### src/rtl/sc_io_display.sv
// Memory-mapped seven-segment output stage: three two-digit decimal channels converted serially
// by a double-dabble engine. Define SC_IO_DISPLAY_LZ_BLANK_EN to blank a leading-zero tens digit.
module sc_io_display #(
  parameter logic [31:0] CH0_ADDR = 32'hffffff00,
  parameter logic [31:0] CH1_ADDR = 32'hffffff10,
  parameter logic [31:0] CH2_ADDR = 32'hffffff20
) (
  input  logic        clock,
  input  logic        resetn,
  input  logic        we,
  input  logic [31:0] addr,
  input  logic [31:0] datain,
  output logic        busy,
  output logic [6:0]  hex0,
  output logic [6:0]  hex1,
  output logic [6:0]  hex2,
  output logic [6:0]  hex3,
  output logic [6:0]  hex4,
  output logic [6:0]  hex5
);

  localparam logic [1:0] IDLE   = 2'd0;
  localparam logic [1:0] SHIFT  = 2'd1;
  localparam logic [1:0] UPDATE = 2'd2;

  localparam logic [6:0] SEG_BLANK = 7'b111_1111;
  localparam logic [6:0] SEG_DASH  = 7'b011_1111;

  logic [1:0] r_state;
  logic [2:0] r_vld;
  logic [7:0] r_val [3];
  logic [6:0] r_bin;
  logic [3:0] r_tens;
  logic [3:0] r_ones;
  logic [2:0] r_cnt;
  logic [1:0] r_ch;
  logic       r_big;
  logic [6:0] r_hex [6];

  logic [2:0]  w_hit;
  logic        w_accept;
  logic [1:0]  w_store_ch;
  logic [7:0]  w_val;
  logic        w_any_pend;
  logic [1:0]  w_pick;
  logic        w_start;
  logic        w_direct;
  logic [1:0]  w_load_ch;
  logic [7:0]  w_load_val;
  logic [3:0]  w_tens_adj;
  logic [3:0]  w_ones_adj;
  logic [14:0] w_cat;
  logic [6:0]  w_seg_tens;
  logic [6:0]  w_seg_ones;
  logic        w_unused_datain;

  assign w_unused_datain = ^datain[31:8];
  assign w_val = datain[7:0];

  function automatic logic [6:0] f_seg(input logic [3:0] d);
    case (d)
      4'd0:    f_seg = 7'b100_0000;
      4'd1:    f_seg = 7'b111_1001;
      4'd2:    f_seg = 7'b010_0100;
      4'd3:    f_seg = 7'b011_0000;
      4'd4:    f_seg = 7'b001_1001;
      4'd5:    f_seg = 7'b001_0010;
      4'd6:    f_seg = 7'b000_0010;
      4'd7:    f_seg = 7'b111_1000;
      4'd8:    f_seg = 7'b000_0000;
      4'd9:    f_seg = 7'b001_0000;
      default: f_seg = SEG_BLANK;
    endcase
  endfunction

  always_comb begin
    w_hit      = {we && (addr == CH2_ADDR), we && (addr == CH1_ADDR), we && (addr == CH0_ADDR)};
    w_accept   = |w_hit;
    w_store_ch = w_hit[2] ? 2'd2 : (w_hit[1] ? 2'd1 : 2'd0);
    w_any_pend = |r_vld;
    w_pick     = r_vld[0] ? 2'd0 : (r_vld[1] ? 2'd1 : 2'd2);
    w_start    = (r_state == IDLE) && (w_any_pend || w_accept);
    w_direct   = (r_state == IDLE) && !w_any_pend && w_accept;
    w_load_ch  = w_any_pend ? w_pick : w_store_ch;
    w_load_val = w_any_pend ? r_val[w_pick] : w_val;
  end

  // One double-dabble step: adjust BCD nibbles, then shift the whole register left.
  always_comb begin
    w_tens_adj = (r_tens >= 4'd5) ? r_tens + 4'd3 : r_tens;
    w_ones_adj = (r_ones >= 4'd5) ? r_ones + 4'd3 : r_ones;
    w_cat      = {w_tens_adj, w_ones_adj, r_bin};
  end

  always_comb begin
    w_seg_ones = f_seg(r_ones);
    w_seg_tens = f_seg(r_tens);
`ifdef SC_IO_DISPLAY_LZ_BLANK_EN
    if (r_tens == 4'd0) w_seg_tens = SEG_BLANK;
`endif
    if (r_big) begin
      w_seg_ones = SEG_DASH;
      w_seg_tens = SEG_DASH;
    end
  end

  always_ff @(posedge clock or negedge resetn) begin
    if (!resetn) begin
      r_vld <= 3'b000;
      for (int i = 0; i < 3; i++) r_val[i] <= 8'h00;
    end else begin
      for (int i = 0; i < 3; i++) begin
        // A store on the same edge as a pick of that slot wins: the slot refills.
        if (w_hit[i] && !w_direct) begin
          r_vld[i] <= 1'b1;
          r_val[i] <= w_val;
        end else if ((r_state == IDLE) && w_any_pend && (w_pick == 2'(i))) begin
          r_vld[i] <= 1'b0;
        end
      end
    end
  end

  always_ff @(posedge clock or negedge resetn) begin
    if (!resetn) begin
      r_state <= IDLE;
      r_bin   <= 7'd0;
      r_tens  <= 4'd0;
      r_ones  <= 4'd0;
      r_cnt   <= 3'd0;
      r_ch    <= 2'd0;
      r_big   <= 1'b0;
      for (int i = 0; i < 6; i++) r_hex[i] <= SEG_BLANK;
    end else begin
      case (r_state)
        IDLE: begin
          if (w_start) begin
            r_bin   <= w_load_val[6:0];
            r_big   <= (w_load_val >= 8'd100);
            r_ch    <= w_load_ch;
            r_tens  <= 4'd0;
            r_ones  <= 4'd0;
            r_cnt   <= 3'd0;
            r_state <= SHIFT;
          end
        end
        SHIFT: begin
          r_tens <= w_cat[13:10];
          r_ones <= w_cat[9:6];
          r_bin  <= {w_cat[5:0], 1'b0};
          r_cnt  <= r_cnt + 3'd1;
          if (r_cnt == 3'd6) r_state <= UPDATE;
        end
        UPDATE: begin
          r_hex[{r_ch, 1'b1}] <= w_seg_tens;
          r_hex[{r_ch, 1'b0}] <= w_seg_ones;
          r_state             <= IDLE;
        end
        default: r_state <= IDLE;
      endcase
    end
  end

  assign busy = (r_state != IDLE) || (|r_vld);
  assign hex0 = r_hex[0];
  assign hex1 = r_hex[1];
  assign hex2 = r_hex[2];
  assign hex3 = r_hex[3];
  assign hex4 = r_hex[4];
  assign hex5 = r_hex[5];

endmodule
### config.mk
export PLATFORM = sky130hd
export DESIGN_NAME = sc_io_display
export DESIGN_NICKNAME = d
export VERILOG_FILES = /design/src/rtl/sc_io_display.sv
export SDC_FILE = /design/constraint.sdc
export NUM_CORES = 1
export LEC_CHECK = 0
export CAP_MARGIN = 10
export CORE_MARGIN = 3
export CORE_UTILIZATION = 51
export CTS_BUF_LIST = sky130_fd_sc_hd__clkbuf_4 sky130_fd_sc_hd__clkbuf_8
export CTS_CLUSTER_SIZE = 24
export DETAILED_ROUTE_END_ITERATION = 8
export GPL_TIMING_DRIVEN = 1
export PLACE_DENSITY_LB_ADDON = 0.25
export SYNTH_ARGS = -nofsm -noshare
export SYNTH_HDL_FRONTEND = slang
export SYNTH_SLANG_ARGS = --single-unit
### constraint.sdc
create_clock -name clock -period 2.5 [get_ports clock]
set_input_delay 0.25 -clock clock [delete_from_list [all_inputs] [get_ports clock]]
set_output_delay 0.25 -clock clock [all_outputs]
set_load 0.01 [all_outputs]
==> flow_metrics.tcl <==
set metrics [dict create \
    status "finished, final reports clean" \
    synth_flop_cell "dfrtp_1" \
    initial_core_util 0.536 \
    min_path_type "input port to asynchronous set/reset pin" \
    synth_edf_count 0 \
    pre_cts_ws_ps -121 \
    drt_iter0_drc 137 \
    period_share 0.919 \
    numCtsBuffers 9 \
    dr_wl_met2_um 4950 \
    synth_area_leaders "dfrtp_1, dfstp_2, o21ai_0" \
    cts_setup_buffers 0 \
    routedWlPerCell_um 15.4 \
    drv_cap 0 \
    area_growth_pct 26.9 \
    dp.cells 631 \
    htreeDepth 3 \
    place_congestion 0.848 \
    core_area_sq_um 8380 \
    setup_violations 0 \
    cp_max_fo 6 \
    total_power_w 0.00260 \
    crit_required_ps 2250 \
    ctsResizeCount 0 \
    synthCells 452 \
    synth_seq_cells 92 \
    hold_violations 0 \
    final_util 0.680 \
    root_buffer "clkbuf_8" \
    seq_area_frac_synth 0.524 \
    grt_pass1_vias 3605 \
    p_leak_nw 2.39 \
    ant_nets 0 \
    cpMaxStageDelayCell "clkdlybuf4s50_1" \
    grt_setup_unrepaired "false" \
    arrival_ps 2050 \
    p_per_area_nw_per_um2 456 \
    synth_cell_type_count 50 \
    cp_num_buf_inv 2 \
    fin_cells 648 \
    cp.depth 4 \
    hpwl_um 7410 \
    clk_pin_slew_ps 110 \
    post-route-worst-setup-slack_ps 203 \
    cts_max_path_buffers 2 \
    fp.dieW_um 99.9 \
    drive_above_1_share 0.199 \
    dr_total_vias 3614 \
    slowest_delay_ps 480 \
    clkLatencyLatePin_ps 370 \
    grt_overflow_total 0 \
    nNetsFinal 617 \
    dr.pass1.iters 6 \
    tightest_slew_ps 782 \
    layout_commonest_cell "clkdlybuf4s50_1" \
    synthesis.nets 531 \
    syn-cell-area_sq_um 4490 \
    max_freq_ghz 0.435 \
    grt_max_degree 44 \
    min_period_ps 2300 \
    yosys_warnings 0 \
    synth_top_area_frac 0.279 \
    rows 33 \
    io_pins 110 \
    skew_ps 13.1 \
    dieArea_sq_um 9970 \
    wl_met3_um 571 \
    cts_tree "done" \
    hold_ws_ps 426 \
    wl_met1_um 4240 \
    via_per_inst 5.58 \
    ir_drop_mv 0.212 \
    endpoint_kind "primary output" \
    die_h_um 99.9 \
    antenna_cells 0 \
    antenna_found_initial 0 \
    crit_type "flop to primary output" \
    ctsHoldBuffers 1 \
    ff2ff_path_depth 6 \
    maxSlewHeadroom 0.478 \
    syn_area_per_cell_sq_um 9.94 \
    grt_pass1_wl_um 16900 \
    track_usage 0.211 \
    critPathLaunchType "flop" \
    drc_errors 0 \
    routed_wl_um 9990 \
    crit_path_cell_trace "or3_1 -> nor2_1 -> inv_1 -> clkdlybuf4s50_1" \
    crit_family "simple AND/OR/NAND/NOR gates" \
    fillCellCount 651 \
    dr.max_layer_used "met4" \
    cts.sinks 92 \
    slew_violations 0 \
    async_reset_ff_frac 1.00 \
    synth_top_cell_by_area "dfrtp_1" \
    numPortBuffers 85 \
    layout_common_cells "clkdlybuf4s50_1, nand2_1, o21ai_0" \
]
## area by class of cell
type | instances | area [sq um] | area share
Clock buffer | 9 | 124 | 0.0217
Clock inverter | 7 | 76.3 | 0.0134
Inverter | 16 | 60.1 | 0.0105
Multi-Input combinational cell | 316 | 1950 | 0.343
Sequential cell | 92 | 2350 | 0.413
Tap cell | 105 | 131 | 0.0231
Timing Repair Buffer | 103 | 998 | 0.175
## through the flow
stage / cell area, sq um / TNS [ps]
after global placement: 5490 / -893
after CTS: 5700 / 0
after global routing: 5700 / 0
final: 5700 / 0
after detailed placement: 5490 / -1040
after floorplan: 4490 / 0
## worst paths after layout
path | startpoint | end | slack [ps]
setup / recovery | r_vld[2]$_DFFE_PN0P_ | busy | 200
hold / removal | resetn | r_vld[1]$_DFFE_PN0P_ | 430
setup reg to reg | r_vld[1]$_DFFE_PN0P_ | r_big$_DFFE_PN0P_ | 440
hold reg to reg | hex4[6]$_DFFE_PN1P_ | hex4[6]$_DFFE_PN1P_ | 480
max in group asynchronous | resetn | hex5[4]$_DFFE_PN1P_ | 1380
min in group clock | hex4[6]$_DFFE_PN1P_ | hex4[6]$_DFFE_PN1P_ | 480
## layer usage
metal | vias to the layer above | GRT usage
met1 | 1722 | 0.268
met3 | 19 | 0.0299
met5 | - | 0
li1 | 1762 | -
met4 | 0 | 0.0809
met2 | 111 | 0.366
## where the power goes
part / internal [W] / total, W / switching [W]
Clock: 0.000397 / 0.000983 / 0.000586
Combinational: 0.0000703 / 0.000124 / 0.0000535
Sequential: 0.00149 / 0.00149 / 0.0000000000491
Total: 0.00196 / 0.00260 / 0.000639
## synth_stat cells (2+ instances only)
master	instances
nor2_1	30
o21ai_0	62
nand4_1	5
clkbuf_1	24
nand2_1	72
nor3_1	6
xnor2_1	3
buf_6	2
o22ai_1	6
a22oi_1	10
ha_1	12
a31oi_1	3
o31ai_1	4
buf_2	2
nand2b_1	8
nor3b_1	3
nor2b_1	3
dfrtp_1	50
a21oi_1	21
inv_1	15
o211ai_1	9
a211oi_1	2
dfstp_2	42
mux2i_1	3
or3_1	5
or4_1	2
mux2_2	17
mux2_4	8
nand3_1	2
## registers in the layout (all words and copies together) (netlist names), 3 cells and up
name and flops:
r_val 24, hex0 7, hex1 7, hex2 7, hex3 7, hex4 7, hex5 7, r_bin 7
r_ones 4, r_tens 4, r_cnt 3, r_vld 3
## cells by family (layout without fill, tap and decap cells)
logic type      count (synthesis)  count (layout)  share of synthesized area
mux                            28              28                     0.0760
flops                          92              92                      0.524
simple gates                  145             145                      0.151
xor+xnor                        3               3                    0.00585
buf+inv                        44             135                     0.0407
fa+ha+maj                      12              12                     0.0334
compound gates                128             128                      0.169
(Power assumes the default switching activity.)
